`config.mk`:
```
export PLATFORM = sky130hd
export DESIGN_NAME = serial_pattern_gen
export DESIGN_NICKNAME = d
export VERILOG_FILES = /design/src/rtl/serial_pkg.sv /design/src/rtl/piso_shift.sv /design/src/rtl/serial_pattern_gen.sv
export SDC_FILE = /design/constraint.sdc
export NUM_CORES = 1
export LEC_CHECK = 0
export CORE_MARGIN = 2
export CORE_UTILIZATION = 54
export CTS_CLUSTER_DIAMETER = 120
export DETAILED_ROUTE_END_ITERATION = 16
export GPL_TIMING_DRIVEN = 0
export PLACE_DENSITY = 0.78
export SLEW_MARGIN = 20
export SYNTH_ARGS = -nofsm -noshare
export SYNTH_HDL_FRONTEND = slang
export SYNTH_SLANG_ARGS = --single-unit
```
`constraint.sdc`:
```
create_clock -name clock -period 2.4 [get_ports clock]
set_input_delay 0.48 -clock clock [delete_from_list [all_inputs] [get_ports clock]]
set_output_delay 0.48 -clock clock [all_outputs]
set_load 0.005 [all_outputs]
```
`src/rtl/serial_pkg.sv`:
```
// Shared definitions for the serial pattern generator and its detector partners.
package serial_pkg;
  localparam logic [1:0] ST_IDLE  = 2'd0;
  localparam logic [1:0] ST_SHIFT = 2'd1;
  localparam logic [1:0] ST_GAP   = 2'd2;
  localparam logic [1:0] ST_DONE  = 2'd3;

  localparam int DEF_PAT_W = 4;
  localparam logic [3:0] PAT_1001 = 4'b1001;

  typedef enum logic [1:0] {
    IDLE  = ST_IDLE,
    SHIFT = ST_SHIFT,
    GAP   = ST_GAP,
    DONE  = ST_DONE
  } state_t;
endpackage

```
`src/rtl/piso_shift.sv`:
```
// Parallel-load, shift-left register; the MSB is the bit currently on the line.
module piso_shift #(
  parameter int PAT_W = 4
) (
  input  logic             clock,
  input  logic             reset,
  input  logic             load,
  input  logic             shift,
  input  logic [PAT_W-1:0] din,
  output logic [PAT_W-1:0] q,
  output logic             msb
);
  always_ff @(posedge clock) begin
    if (reset)      q <= '0;
    else if (load)  q <= din;
    else if (shift) q <= {q[PAT_W-2:0], 1'b0};
  end

  assign msb = q[PAT_W-1];
endmodule

```
`src/rtl/serial_pattern_gen.sv`:
```
// Serializes a latched pattern MSB-first, with repeat count and inter-frame gap.
module serial_pattern_gen
  import serial_pkg::*;
#(
  parameter int PAT_W = DEF_PAT_W,
  parameter int CNT_W = 4,
  parameter int GAP_W = 4
) (
  input  logic             clock,
  input  logic             reset,
  input  logic             start,
  input  logic [PAT_W-1:0] pattern,
  input  logic [CNT_W-1:0] repeat_n,
  input  logic [GAP_W-1:0] gap_n,
  input  logic             abort,
  output logic             ser_out,
  output logic             ser_valid,
  output logic             frame_start,
  output logic             busy,
  output logic             done
);
  localparam int BW = (PAT_W > 2) ? $clog2(PAT_W) : 1;
  localparam logic [BW-1:0] LAST = BW'(PAT_W - 1);

  state_t           state, state_nx;
  logic [PAT_W-1:0] pat_q, load_val, sr_q;
  logic [CNT_W-1:0] rep_cnt, rep_nx;
  logic [GAP_W-1:0] gap_q, gap_cnt, gap_nx;
  logic [BW-1:0]    bit_cnt, bit_nx;
  logic             load, shift, latch, sr_msb, msb_nx;

  piso_shift #(.PAT_W(PAT_W)) u_sr (
    .clock (clock),
    .reset (reset),
    .load  (load),
    .shift (shift),
    .din   (load_val),
    .q     (sr_q),
    .msb   (sr_msb)
  );

  always_comb begin
    state_nx = state;
    load     = 1'b0;
    shift    = 1'b0;
    latch    = 1'b0;
    load_val = pat_q;
    bit_nx   = bit_cnt;
    rep_nx   = rep_cnt;
    gap_nx   = gap_cnt;
    case (state)
      IDLE, DONE: begin
        // DONE accepts start like IDLE so transfers can run back-to-back
        if (start) begin
          latch    = 1'b1;
          load     = 1'b1;
          load_val = pattern;
          bit_nx   = '0;
          rep_nx   = repeat_n;
          state_nx = SHIFT;
        end else begin
          state_nx = IDLE;
        end
      end
      SHIFT: begin
        if (abort) begin
          state_nx = IDLE;
        end else if (bit_cnt == LAST) begin
          if (rep_cnt == '0) begin
            state_nx = DONE;
          end else begin
            rep_nx = rep_cnt - CNT_W'(1);
            bit_nx = '0;
            if (gap_q != '0) begin
              state_nx = GAP;
              gap_nx   = gap_q;
            end else begin
              load = 1'b1;
            end
          end
        end else begin
          shift  = 1'b1;
          bit_nx = bit_cnt + BW'(1);
        end
      end
      GAP: begin
        if (abort) begin
          state_nx = IDLE;
        end else if (gap_cnt == GAP_W'(1)) begin
          state_nx = SHIFT;
          load     = 1'b1;
          bit_nx   = '0;
        end else begin
          gap_nx = gap_cnt - GAP_W'(1);
        end
      end
      default: state_nx = IDLE;
    endcase
  end

  // Next line bit, so ser_out can be a plain flop rather than decoded logic
  assign msb_nx = load  ? load_val[PAT_W-1] :
                  shift ? sr_q[PAT_W-2]     : sr_msb;

  always_ff @(posedge clock) begin
    if (reset) begin
      state       <= IDLE;
      pat_q       <= '0;
      gap_q       <= '0;
      rep_cnt     <= '0;
      gap_cnt     <= '0;
      bit_cnt     <= '0;
      ser_out     <= 1'b0;
      ser_valid   <= 1'b0;
      frame_start <= 1'b0;
      busy        <= 1'b0;
      done        <= 1'b0;
    end else begin
      state   <= state_nx;
      rep_cnt <= rep_nx;
      gap_cnt <= gap_nx;
      bit_cnt <= bit_nx;
      if (latch) begin
        pat_q <= pattern;
        gap_q <= gap_n;
      end
      ser_valid   <= (state_nx == SHIFT);
      ser_out     <= (state_nx == SHIFT) & msb_nx;
      frame_start <= (state_nx == SHIFT) & load;
      busy        <= (state_nx == SHIFT) | (state_nx == GAP);
      done        <= (state_nx == DONE);
    end
  end
endmodule
```
== After elaboration in Yosys (flattened, before gate mapping) ==
Index checks and enable logic that the tools add are counted.

* Output and inout bits: 5
* Bits in writable memories: 0
* Register bits: 29
* Memory bits (read-only): 0
* Bits in latches: 0
* Logic and storage cells: 90
* Memories kept: 0
* Input port bits: 16

* Div/mod/pow operators: 0
* Add/subtract/negate cells: 3
* Shift operators: 0
* Mux-type cells: 45
* Bitwise gates (word level): 3
* Eq/ne operators: 17
* $mul: 0
* Order comparisons: 0
* Reductions and logical operators: 10

{| class="wikitable"
|+ Operator list
! cell !! number
|-
| 4-bit 2-to-1 mux || 14
|-
| 2-bit 2-to-1 mux || 12
|-
| 2-bit inequality test (second input constant) || 8
|-
| 4-bit one-hot mux with 2 select lines || 2
|-
| 1-bit 2-to-1 mux || 14
|-
| 2-bit one-hot mux with 3 select lines || 2
|-
| 2-bit equality test (second input constant) || 5
|-
| 5-bit AND reduction || 2
|-
| 4-bit by 1-bit subtractor with 4-bit output (second input constant) || 2
|-
| 7-bit AND reduction || 1
|-
| 2-bit nonzero test || 3
|-
| 2-bit by 1-bit equality test with 1-bit output (second input constant) || 2
|-
| 4-bit by 1-bit equality test with 1-bit output (second input constant) || 1
|-
| 4-bit zero test || 1
|-
| 4-bit nonzero test || 1
|-
| 3-bit inequality test (second input constant) || 1
|-
| 1-bit one-hot mux with 3 select lines || 1
|-
| 2-bit by 1-bit adder with 2-bit output (second input constant) || 1
|-
| 1-bit bitwise AND || 2
|-
| 2-bit zero test || 1
|-
| 2-bit OR reduction || 1
|-
| 1-bit bitwise OR || 1
|}

== Logic depth before layout (Yosys ltp) ==
* Depth after elaboration: 8
* Mapped depth: 11
* Gate-level depth less buffers: 10

== Cells and area by module ==
Synthesis repeated with hierarchy kept, for this count alone.

* Cell total of the unflattened synthesis: 193
* Area total of the unflattened synthesis: 1614.0 µm²

{| class="wikitable"
|+ By module, submodules not included
! module !! cells an instance !! instances !! seq. area each (µm²) !! area each (µm²)
|-
| serial_pattern_gen || 175 || 1 || 500.5 || 1433.9
|-
| piso_shift || 18 || 1 || 80.1 || 180.2
|}

== Worst setup path before layout ==
No wires, ideal clock.

* Kind: flip-flop to flip-flop
* Start: reg state[0]
* End: reg ser_out
* Setup slack: 0.442 ns
* Data required time: 2.279 ns
* Buffers on the path: 1
* Stages on the path, launching flop included: 11
* Arrival: 1.836 ns
* Clock period less this slack: 1.958 ns
* Cell sequence: dfxtp_1 > inv_1 > ha_1 > and2_1 > buf_2 > a41oi_1 > o21ai_1 > ha_1 > nand2_1 > nor2_1 > mux2_4

* Longest elaborated chain between the ends: 7
* Elaborated cells between the ends (all ways): 19
* Classes of those cells: 4 x eq/ne; 12 x mux; 1 x bitwise; 2 x reduce/logical

{| class="wikitable"
|+ Ends and longest elaborated chain
! what !! RTL line !! RTL
|-
| start: declaration || serial_pattern_gen.sv:25 || <nowiki>state_t state, state_nx;</nowiki>
|-
| start signal: assignment || serial_pattern_gen.sv:119 || <nowiki>state <= state_nx;</nowiki>
|-
| 2-bit 2-to-1 mux || serial_pattern_gen.sv:74 || <nowiki>if (gap_q != '0) begin</nowiki>
|-
| 2-bit 2-to-1 mux || serial_pattern_gen.sv:69 || <nowiki>if (rep_cnt == '0) begin</nowiki>
|-
| 2-bit 2-to-1 mux || serial_pattern_gen.sv:68 || <nowiki>end else if (bit_cnt == LAST) begin</nowiki>
|-
| 2-bit 2-to-1 mux || serial_pattern_gen.sv:66 || <nowiki>if (abort) begin</nowiki>
|-
| 2-bit one-hot mux with 3 select lines * || serial_pattern_gen.sv:51 || <nowiki>case (state)</nowiki>
|-
| via state_nx[0] || serial_pattern_gen.sv:25 ||
|-
| 2-bit by 1-bit equality test with 1-bit output * || serial_pattern_gen.sv:128 || <nowiki>ser_out <= (state_nx == SHIFT) & msb_nx;</nowiki>
|-
| 1-bit bitwise AND * || serial_pattern_gen.sv:128 ||
|-
| end signal: assignment || serial_pattern_gen.sv:128 ||
|-
| end: declaration || serial_pattern_gen.sv:16 || <nowiki>output logic ser_out,</nowiki>
|}

The timed path passes the listed nets; every way through them passes the cells marked *.
A chain may end at the register's enable or synchronous reset.

== Final worst setup path ==
Ends and elaborated chain as after synthesis.

==> impl_summary.md <==
Run status
The flow ran to the end, and the final reports show no timing, DRC or antenna violations.

Detailed routing
For this block, wires on met1 add up to 1560 um. Wire segments on met2 add up to 1790 um in the final route. In the routed design, unresolved DRC markers number 0.

In this run the remaining antenna-violating nets after routing total 0. In this run, the number of DRC markers left after iteration 0 of detailed routing was 66. The routed layout has 1,434 vias. The met3 routed wirelength is 157 um. The first TritonRoute pass finished after 5 iterations. The uppermost signal routing layer after detailed routing is met4.

The post-detailed-routing wire length is 3550 um. The average vias per placed instance is 6.08. After detailed routing, the average wire length per cell comes to 15.0 um.

Clocking
The clock reaches the later pin of the worst-skew pair after 320 ps. For this design, the CTS-stage hold fixing added 0 buffers. The buffer cell driving the clock tree root is sky130_fd_sc_hd__clkbuf_4. The clock input transition at the sequential cells of the worst setup and hold paths is 80 ps. TritonCTS built the clock tree. For this design, the sink count on the clock tree is 29. The number of buffers created by CTS is 5. The H-tree depth reported by CTS is 2. The clock passes through at most 2 buffers.

Logic synthesis
For this run, the register share of the synthesized area comes to 36.4%. The average size of a mapped cell is 8.96 um2. Synthesis produced a netlist with a net count of 202. After synthesis, the share of flip-flops with an asynchronous set or reset is 0%.

The post-synth design cell area is 1590 um2. Synthesis instantiated 44 different standard cells from the library. The top-area cell type share of the netlist area is 36.4%. The dominant cell type by area after synthesis is sky130_fd_sc_hd__dfxtp_1.

The number of synthesized register bits is 29. The count of warnings emitted by yosys is 0. Among all flip-flop cells after synthesis, the most frequent one is sky130_fd_sc_hd__dfxtp_1. After synthesis, the cell types taking the most area are sky130_fd_sc_hd__dfxtp_1 36%, sky130_fd_sc_hd__ha_1 6.3%, sky130_fd_sc_hd__nand2_1 5.7%, sky130_fd_sc_hd__mux2_4 4.7%, sky130_fd_sc_hd__mux2i_1 4.4%. Synthesis produced a netlist whose cell count is 178. Yosys mapped a number of flops with a built-in enable equal to 0.

Setup path
For the worst setup path, the data required time is 2610 ps. The critical-path maximum fanout is 10. The critical path class is reg2reg. The worst setup path is launched from a flop. Broken down by cell family, the worst path's largest delay share belongs to adder cells. The most used cell along the critical path is sky130_fd_sc_hd__ha_1. Traced cell by cell, the critical path runs through inv_1 -> ha_1 -> and2_1 -> buf_2 -> a41oi_1 -> o21ai_1 -> ha_1 -> nand2_1 -> nor2_1 -> mux2_4. For the worst setup path, the data arrival time is 2400 ps. The number of buffer and inverter instances along the worst setup path is 2. The delay of the slowest cell on the worst path is 370 ps.

The largest individual stage delay along the critical path comes from the cell sky130_fd_sc_hd__ha_1. The worst setup path is captured at a flop.

Power
Power spread over the standard cell area amounts to 533 nW/um2. Total power for the finished layout comes to 1.01 mW. In this run the static leakage power is 0.725 nW. The maximum vdd ir drop is 0.000429 V.

Floorplanning
The initial utilization of the core area, before any placement, comes to 57.3%. Measured along the x axis, the die boundary spans 58.3 um. The core region is 2780 um2. The initialized floorplan defines 19 standard-cell rows. The die extent in y is 58.3 um. The die covers 3400 um2. The I/O pin count is 21.

Global routing
The pin count of the biggest net entering global routing is 11. The number of global-route vias before repair is 1,394. The first-pass GRT wire length is 6110 um. After global routing the overflow that remains totals 0. The global-route total usage across every layer is 23.6%. The initial antenna violation count is 0.

Cells and area
The finished cells cover 1890 um2. Of the cells placed in the final design, the portion with a size suffix greater than 1 is 12.2%. Leaving out fill and tap cells, the most frequent cell in the layout is sky130_fd_sc_hd__dfxtp_1.

The layout-stage area growth over the synthesis result is 18.7%. The combined flip-flop and latch cell area is 581 um2. The repair_antennas step left the layout with diodes totalling 0.

The top cell types in the final layout, fill and taps aside, are 29 x sky130_fd_sc_hd__dfxtp_1, 24 x sky130_fd_sc_hd__nand2_1, 20 x sky130_fd_sc_hd__clkdlybuf4s50_1, 15 x sky130_fd_sc_hd__nor2_1. The number of fill cells is 235. The final layout contains 229 nets. The multi-input combinational cells in the finished layout cover a total of 940 um2.

STA
The total count of max-transition violations in the final report is 0. At the pin with the least slew margin, the transition time is 546 ps. The final critical path time including I/O delays and setup is 2190 ps. After layout, the worst path uses 91.0% of the clock period. Timing would allow up to 0.458 GHz. The number of hold violations in the final report is 0. The worst pin sits at a relative slew slack of 63.3%. Setup repair after global routing left no endpoint under its margin. The worst clock skew is 8.38 ps. Setup violations remaining at the end of the flow were counted as 0.

On the final layout, the worst hold slack is 465 ps.

Placement
The number of port buffers is 20. Detailed placement finished with a half-perimeter wire length of 2580 um. The placer congestion estimate is 0.865. The placed instances occupy a cell area of 1830 um2.

Min path
The class of the tightest hold or removal check is reg2reg.

Job
The count of maximum capacitance violations is 0.
-- stage by stage --
step / cells / setup WS (ps) / setup TNS [ps] / util (%)
detailed placement: 229 / -16.0 / -16.0 / 65.9
global placement: 229 / 33.0 / 0 / 65.9
finish: 236 / 215 / 0 / 68.0
global route: 236 / 68.4 / 0 / 68.0
CTS: 236 / 117 / 0 / 67.9
floorplan: 178 / 442 / 0 / -
-- worst reg2reg max path: stages, from the launching register on --
cell,delay (ps)
sky130_fd_sc_hd__dfxtp_1,360
sky130_fd_sc_hd__inv_1,50
sky130_fd_sc_hd__ha_1,370
sky130_fd_sc_hd__and2_1,160
sky130_fd_sc_hd__buf_2,180
sky130_fd_sc_hd__a41oi_1,180
sky130_fd_sc_hd__o21ai_1,140
sky130_fd_sc_hd__ha_1,200
sky130_fd_sc_hd__nand2_1,110
sky130_fd_sc_hd__nor2_1,70
sky130_fd_sc_hd__mux2_4,260
-- final cells by class --
cell class,instances,share of cell area [%]
multi-input cells,130,49.7
flip-flops and latches,29,30.7
repair buffers,20,10.6
clock buffers,7,2.91
inverters,13,2.58
well taps,31,2.05
plain buffers,6,1.52
-- cells in the mapped netlist (2+ instances only) --
cell type	instances
sky130_fd_sc_hd__mux2i_1	7
sky130_fd_sc_hd__nor2b_1	3
sky130_fd_sc_hd__dfxtp_1	29
sky130_fd_sc_hd__o21ai_0	8
sky130_fd_sc_hd__nor2_1	15
sky130_fd_sc_hd__o31a_1	2
sky130_fd_sc_hd__inv_1	12
sky130_fd_sc_hd__mux2_4	5
sky130_fd_sc_hd__nand2_1	24
sky130_fd_sc_hd__o311a_1	3
sky130_fd_sc_hd__buf_2	5
sky130_fd_sc_hd__and2_1	4
sky130_fd_sc_hd__a21oi_1	13
sky130_fd_sc_hd__o311ai_0	2
sky130_fd_sc_hd__o31ai_1	4
sky130_fd_sc_hd__o21a_1	2
sky130_fd_sc_hd__ha_1	8
sky130_fd_sc_hd__nand2b_1	2
sky130_fd_sc_hd__o21ai_1	2
sky130_fd_sc_hd__or3_1	2
sky130_fd_sc_hd__o41ai_1	3
-- cell families after synthesis --
logic type / count (synthesis) / share of synthesized area [%]
and+or+nand+nor: 61 / 20.8
AOI/OAI and AO/OA: 49 / 22.5
DFF: 29 / 36.4
buffers and inverters: 19 / 4.87
muxes: 12 / 9.11
adders and majority gates: 8 / 6.28
-- state kept, by name, summed over array words and instances (netlist names), 2 cells and up --
| register | cells |
|---|---|
| u_sr.q | 4 |
| rep_cnt | 4 |
| gap_cnt | 4 |
| state | 2 |
| pat_q | 4 |
| bit_cnt | 2 |
| gap_q | 4 |
-- metal layers --
metal  track usage (%)  vias up
met3              5.93        7
met4              8.97        0
met5                 0        -
li1                  -      697
met2              40.8       38
met1              28.1      692
-- where the power goes --
group | internal [mW] | total (mW) | leakage, nW | switching, mW
clock | 0.138 | 0.302 | 0.0314 | 0.164
combinational | 0.0918 | 0.183 | 0.456 | 0.0910
sequential | 0.505 | 0.523 | 0.237 | 0.0187
total | 0.735 | 1.01 | 0.725 | 0.274
-- final timing paths --
path                                         endpoint  slack, ps             startpoint  cells after the start
worst max register to register     ser_out$_SDFF_PP0_        210    state[0]$_SDFF_PP0_                     10
worst max-delay path               ser_out$_SDFF_PP0_        210    state[0]$_SDFF_PP0_                     10
worst min register to register  pat_q[1]$_SDFFE_PP0P_        460  pat_q[1]$_SDFFE_PP0P_                      2
worst min-delay path            pat_q[1]$_SDFFE_PP0P_        460  pat_q[1]$_SDFFE_PP0P_                      2
-- what timing repair did --
| action | in CTS | in global routing |
|---|---|---|
| resized for setup | 0 | 1 |
| endpoints found under the setup margin | 0 | 1 |
| setup buffers | 0 | 0 |
Note: power is estimated with default switching activity, not from simulation.
